`config.mk`:
```
export PLATFORM = sky130hd
export DESIGN_NAME = ah_route_sel_258_12
export DESIGN_NICKNAME = d
export VERILOG_FILES = /design/src/rtl/ah_route_sel_258_12.sv
export SDC_FILE = /design/constraint.sdc
export NUM_CORES = 1
export LEC_CHECK = 0
export CORE_MARGIN = 2
export CORE_UTILIZATION = 46
export DETAILED_ROUTE_END_ITERATION = 7
export PLACE_DENSITY_LB_ADDON = 0.1
export SETUP_SLACK_MARGIN = 0.05
export SLEW_MARGIN = 20
export SYNTH_ARGS = -nofsm -noshare
export SYNTH_HDL_FRONTEND = slang
export SYNTH_SLANG_ARGS = --single-unit
```
`constraint.sdc`:
```
create_clock -name clk -period 2.4 [get_ports clk]
set_clock_uncertainty 0.1 [all_clocks]
set_input_delay 0.6 -clock clk [delete_from_list [all_inputs] [get_ports clk]]
set_output_delay 0.6 -clock clk [all_outputs]
set_load 0.005 [all_outputs]
```
`src/rtl/ah_route_sel_258_12.sv`:
```
// Ingress route-select stage ahead of the 258-bit 12-way demux: decodes the
// destination from each packet's FIRST beat and carries it with every beat through a 2-entry skid buffer.
module ah_route_sel_258_12 #(
  parameter int DW        = 258,
  parameter int NUM_EGR   = 12,
  parameter int DFLT_PORT = 0,
  parameter int CNTW      = 16
) (
  input  logic            clk,
  input  logic            rst,
  input  logic [DW-1:0]   ing_data,
  input  logic            ing_valid,
  output logic            ing_ready,
  output logic [DW-1:0]   egr_data,
  output logic            egr_valid,
  input  logic            egr_ready,
  output logic [3:0]      egr_sel,
  output logic [CNTW-1:0] err_cnt
);

  localparam logic [4:0] NUM_EGR_W = 5'(NUM_EGR);
  localparam logic [3:0] DFLT_SEL  = 4'(DFLT_PORT);

  typedef enum logic {IDLE, PKT} state_t;

  state_t          state, state_nxt;
  logic [3:0]      held_sel;
  logic            first, last;
  logic [3:0]      dest;
  logic [3:0]      sel_dec;
  logic [1:0]      err_inc;
  logic            push, pop;
  logic [1:0]      occ, occ_nxt;
  logic            ready_q;
  logic [DW-1:0]   data0, data1;
  logic [3:0]      sel0, sel1;
  logic [CNTW:0]   err_sum;

  assign first = ing_data[DW-2];
  assign last  = ing_data[DW-1];
  assign dest  = ing_data[3:0];

  assign push = ing_valid & ready_q;
  assign pop  = (occ != 2'd0) & egr_ready;

  // Decode FSM: state register
  always_ff @(posedge clk) begin
    if (rst) begin
      state    <= IDLE;
      held_sel <= '0;
    end else if (push) begin
      state    <= state_nxt;
      held_sel <= sel_dec;
    end
  end

  // Decode FSM: next state
  always_comb begin
    state_nxt = state;
    if (first) begin
      state_nxt = last ? IDLE : PKT;
    end else if (state == PKT && last) begin
      state_nxt = IDLE;
    end
  end

  // Decode FSM: select and error outputs; a FIRST in PKT is a restart and
  // can stack with an illegal destination for +2.
  always_comb begin
    sel_dec = DFLT_SEL;
    err_inc = '0;
    if (first) begin
      if ({1'b0, dest} < NUM_EGR_W) begin
        sel_dec = dest;
      end else begin
        err_inc = err_inc + 2'd1;
      end
      if (state == PKT) begin
        err_inc = err_inc + 2'd1;
      end
    end else if (state == PKT) begin
      sel_dec = held_sel;
    end else begin
      err_inc = 2'd1;
    end
  end

  always_comb begin
    occ_nxt = occ;
    case ({push, pop})
      2'b10:   occ_nxt = occ + 2'd1;
      2'b01:   occ_nxt = occ - 2'd1;
      default: occ_nxt = occ;
    endcase
  end

  // Skid buffer: entry 0 always drives egress, entry 1 absorbs the beat
  // accepted while egress is stalled.
  always_ff @(posedge clk) begin
    if (rst) begin
      occ     <= '0;
      ready_q <= 1'b1;
      data0   <= '0;
      data1   <= '0;
      sel0    <= '0;
      sel1    <= '0;
    end else begin
      occ     <= occ_nxt;
      ready_q <= (occ_nxt != 2'd2);
      if (pop) begin
        if (occ == 2'd2) begin
          data0 <= data1;
          sel0  <= sel1;
        end else if (push) begin
          data0 <= ing_data;
          sel0  <= sel_dec;
        end
      end else if (push) begin
        if (occ == 2'd0) begin
          data0 <= ing_data;
          sel0  <= sel_dec;
        end else begin
          data1 <= ing_data;
          sel1  <= sel_dec;
        end
      end
    end
  end

  assign err_sum = {1'b0, err_cnt} + (CNTW+1)'(err_inc);

  always_ff @(posedge clk) begin
    if (rst) begin
      err_cnt <= '0;
    end else if (push && err_inc != 2'd0) begin
      err_cnt <= err_sum[CNTW] ? '1 : err_sum[CNTW-1:0];
    end
  end

  assign ing_ready = ready_q;
  assign egr_valid = (occ != 2'd0);
  assign egr_data  = data0;
  assign egr_sel   = sel0;

endmodule

```
Yosys cells after proc, flatten, opt, wreduce, memory -nomap -nowiden --
Cells that the tools add are included.
Storage, ports and cells: register bits 548, input bits 262, memory bits (writable) 0, ROM bits 0, word-level logic and storage cells 57, memories 0, latch bits 0, output and inout port bits 280
Operators by class: shift-type cells 0, $add $sub $neg 4, bitwise operators 4, reduce and logical (&&, ||, !) cells 12, equal/unequal tests 4, magnitude comparators 1, div/mod/pow operators 0, muxes and demuxes 23, $mul 0
Operators by type and width (count):
- $mux 258 | 5
- $mux 4 | 8
- $add 16x2->17 | 1
- $mux 16 | 1
- $reduce_bool 2->1 | 6
- $mux 2 | 3
- $reduce_and 3->1 | 2
- $mux 1 | 5
- $add 2x1->2 const B | 2
- $eq 2x2->1 const B | 2
- $lt 4x4->1 const B | 1
- $pmux 2 s2 | 1
- $and 1x1->1 | 2
- $eq 2x1->1 const B | 1
- $logic_and 1x1->1 | 2
- $logic_not 2->1 | 1
- $ne 2x2->1 const B | 1
- $not 1->1 | 2
- $reduce_and 2->1 | 1
- $sub 2x1->2 const B | 1

Logic depth before layout (Yosys ltp) --
depth in word-level cells 8, depth in mapped cells 11, gate-level depth less buffers 10

Least setup slack after synthesis --
OpenSTA, ideal clock, no wires.
path kind input to register, start point input ing_data[3], end point register err_cnt[0], arrival time 2331 ps, data required time 2167 ps, setup time 133 ps, cell stages on the path 11, path buffers 1, path slack -164 ps, path through nand2_1 inv_1 ha_1 nand2_1 o21ai_0 ha_1 fa_1 and4_1 nand3_1 buf_2 a31oi_1
On the way: cells in the longest elaborated chain, start to end 8, elaborated cells between the ends (all ways) 10, classes of those cells 2 x add/sub; 1 x order compare; 5 x mux; 2 x reduce/logical
RTL lines:
- from (decl) | RTL line 11 | input logic [DW-1:0] ing_data,
- $lt 4x4->1 * | RTL line 73 | if ({1'b0, dest} < NUM_EGR_W) begin
- $mux 1 * | RTL line 73
- $mux 2 * | RTL line 72 | if (first) begin
- $add 2x1->2 | RTL line 79 | err_inc = err_inc + 2'd1;
- $mux 2 * | RTL line 78 | if (state == PKT) begin
- $mux 2 * | RTL line 72
- $add 16x2->17 or $reduce_bool 2->1 (tied branches) | RTL line 130, 135
- $mux 16 or $logic_and 1x1->1 (tied branches) | RTL line 136, 135
- to (signal assigned) | RTL line 136 | err_cnt <= err_sum[CNTW] ? '1 : err_sum[CNTW-1:0];
- to (decl) | RTL line 18 | output logic [CNTW-1:0] err_cnt
Mark *: on every way between the ends. The rest lies on a longest branch, timed or not. The select of a mux whose other input is x is not followed. A chain may end at the register's enable or synchronous reset.

Final worst setup path --
start point register err_cnt[1], end point output err_cnt[1]
No word-level cell between the ends.

==> impl_results.md <==
- Status: finished, final reports clean
- Total power: 35.8 mW
- Power Density: 1090 mW/mm^2
- HPWL after DPL: 49.9 mm
- Total leakage power: 12.9 nW
- Max Freq: about 0.44 GHz
- Syn Nets: 2,785
- Min setup slack post-route: 112 ps
- Max-Cap Viols: 0
- Flop2flop setup slack: 170 ps
- WS Path Type: flop to output pin
- Drt initial violations: 1,381
- Critical Path Start: err_cnt[1]
- Layout cells sized above 1: 0.150
- CTS root buffer: clkbuf_16
- Rel. slew slack: 0.646
- Critical path data arrival time: 1590 ps
- Reg clk slew, reported paths: around 60 ps
- First-pass GRT wire length: 113 mm
- CTS tree: done
- Die width: 231 um
- Maximum clock path buffer count: 3
- R2R depth: 9
- Gpl congestion: 0.846
- Pin count of the biggest net entering global routing: 63
- Antenna viol nets, final: 0
- Syn avg cell area: about 9.4 um^2
- Worst Hold Endpoint: data1[252]
- Library cells used by synthesis: 47
- Grt total ovfl: 0
- Skew-Pair Late Insertion Delay: 620 ps
- IO Count: ~540
- CP max FO: 4
- PortBufs: 541
- DP Worst Slack: -617 ps
- Initial antenna violation count: 13
- Reg2reg start: state
- R2R Path End: err_cnt[13]
- Syn. warnings: 0
- Worst setup EP type: output pin
- DR WL/cell: 19.1 um
- Final Core Density: 0.642
- Main synth FF type: dfxtp_1
- Layout Nets: 3,305
- Register area share after synthesis: 0.464
- TritonCTS Buffers: 57
- Fin. Hold Viols: 0
- Hold Crit Class: primary input to flop
- Post-Layout Cell Count: 3,772
- Startpoint Class: flop
- Post-synth EDFFs: 0
- Slowest stage delay, CP: 560 ps
- Maximum VDD drop: 0.619 mV
- H-tree depth: 2
- Post-DR vias/cell: 5.56
- RSZ-0062 raised after global routing: false
- Final Setup Violations: 0
- Core Box Area: 0.0511 mm^2
- Asr flop ratio synth: 0
- Row cnt: between 80 and 90
- WHS Path Cells: 2
- Final worst path period share: 0.954
- Worst slew pin tran: about 530 ps
- Slowest cell on crit path: clkdlybuf4s50_1
- Critical path's top delay family: buffers and inverters
- Setup TNS: 0 ps
- WP buf/inv: 1
- Vias in the first global route: ~20,000
- Critical Path RT: 1700 ps
- Placed instance count: ~3,700
- Leading post-synthesis cells by cell area: dfxtp_1, a21oi_1, mux2i_1
- Tot GR Track Use: 0.261
- Final WL: around 70 mm
- 1st-pass router iterations: 5
- Initial Util: 0.463
- Worst-path cell chain: clkdlybuf4s50_1
- Die ar.: 0.0532 mm^2
- Cell count after synthesis: 2,517
- Clock Sink Count: ~550
- Vert. Die Dim: 231 um
- Top cell type by total area after synthesis: dfxtp_1
- Max-slew violations: 0
- Hold path startpoint: rst
- Area grow syn2layout: 38.8%
- Via Count: 20,982
- Synth top area share: 0.464
- Netlist Area Pre-Place: 0.0236 mm^2
- DRC violations left: 0
- Final worst path period need: 2290 ps
- Synth Register Bits: between 500 and 600
## cell usage after synthesis (2+ instances only)
| cell | number |
|---|---|
| nor3_1 | 3 |
| or4_1 | 4 |
| or3_1 | 5 |
| nand4_1 | 6 |
| nor2_1 | 19 |
| nand3b_1 | 3 |
| ha_1 | 5 |
| and3b_1 | 2 |
| and4_1 | 3 |
| nand3_1 | 3 |
| o31ai_1 | 4 |
| nand2_1 | 529 |
| buf_6 | 12 |
| nor4_1 | 2 |
| a2111o_1 | 4 |
| a21oi_1 | 523 |
| a31oi_1 | 16 |
| a311oi_2 | 155 |
| and3_1 | 4 |
| a311oi_1 | 103 |
| buf_2 | 80 |
| inv_2 | 2 |
| inv_1 | 6 |
| xor2_1 | 2 |
| a211oi_1 | 11 |
| clkbuf_4 | 10 |
| o21ai_0 | 11 |
| clkbuf_1 | 110 |
| o21a_1 | 2 |
| buf_1 | 20 |
| and2_1 | 2 |
| buf_4 | 37 |
| mux2i_1 | 258 |
| dfxtp_1 | 548 |
## metal layers
| metal | routed length [um] | up-vias | global-route usage |
|---|---|---|---|
| met5 | 52 | - | 0 |
| met1 | 30200 | 10005 | 0.331 |
| met3 | 4740 | 150 | 0.0598 |
| li1 | - | 10193 | - |
| met2 | 33900 | 626 | 0.425 |
| met4 | 2980 | 8 | 0.110 |
## sequential cells by signal (all words and copies together), names as in the netlist
name / cells
state: 1
egr_data: 258
ing_ready: 1
sel1: 4
egr_sel: 4
occ: 2
held_sel: 4
err_cnt: 16
data1: 258
## power breakdown
part	internal (mW)	switching, mW
Clock	5.36	3.70
Combinational	7.29	7.07
Sequential	11.1	1.27
## worst max path at each step
stage,to,cells past startpoint
2_1_floorplan,err_cnt[11],11
3_3_place_gp,err_cnt[15],12
3_5_place_dp,err_cnt[13],12
4_1_cts,egr_valid,3
5_1_grt,err_cnt[11],9
6_report,err_cnt[1],1
## metrics by stage
stage	hold WS (ps)	instance area (um^2)
global placement	340	30800
floorplan	336	23700
detailed placement	346	30800
global route	355	32800
CTS	314	32800
finish	343	32800
## repair_timing
item / 4_1_cts / 5_1_grt
endpoints found under the hold margin: 0 / 0
pin swaps: 4 / 5
setup buffers: 3 / 2
setup endpoints to repair: 8 / 6
resized for setup: 9 / 12
hold buffers: 0 / 0
## layout make-up
| type | instances | area (um^2) |
|---|---|---|
| Sequential cell | 548 | 11000 |
| Antenna cell | 10 | 25.0 |
| Multi-Input combinational cell | 1692 | 11300 |
| Clock inverter | 19 | 234 |
| Timing Repair Buffer | 730 | 7670 |
| Tap cell | 680 | 851 |
| Inverter | 8 | 37.5 |
| Fill cell | 4095 | 18300 |
| Clock buffer | 85 | 1680 |
## placed cells by master (no fill, tap or decap), types with 5 or more instances in the layout
cell,netlist,routed
mux2i_1,258,258
buf_4,37,122
nand2_1,529,527
dfxtp_1,548,541
a311oi_1,103,103
dfxtp_2,0,5
nor2_1,19,17
buf_12,0,66
clkinv_2,0,12
a21oi_1,523,523
a211oi_1,11,11
clkbuf_16,0,58
clkbuf_8,0,13
bufinv_16,0,5
a31oi_1,16,16
a311oi_2,155,155
or3_1,5,5
clkdlybuf4s50_1,0,537
nand4_1,6,6
o21ai_0,11,10
diode_2,0,10
clkbuf_1,110,14
## cells by family after synthesis
| logic type | synth area share |
|---|---|
| AOI/OAI and AO/OA | 0.264 |
| and+or+nand+nor | 0.0992 |
| adders and majority gates | 0.00349 |
| DFF | 0.464 |
| xor gates and xnor gates | 0.00111 |
| buffers and inverters | 0.0595 |
| muxes | 0.109 |
(Power assumes the default switching activity.)
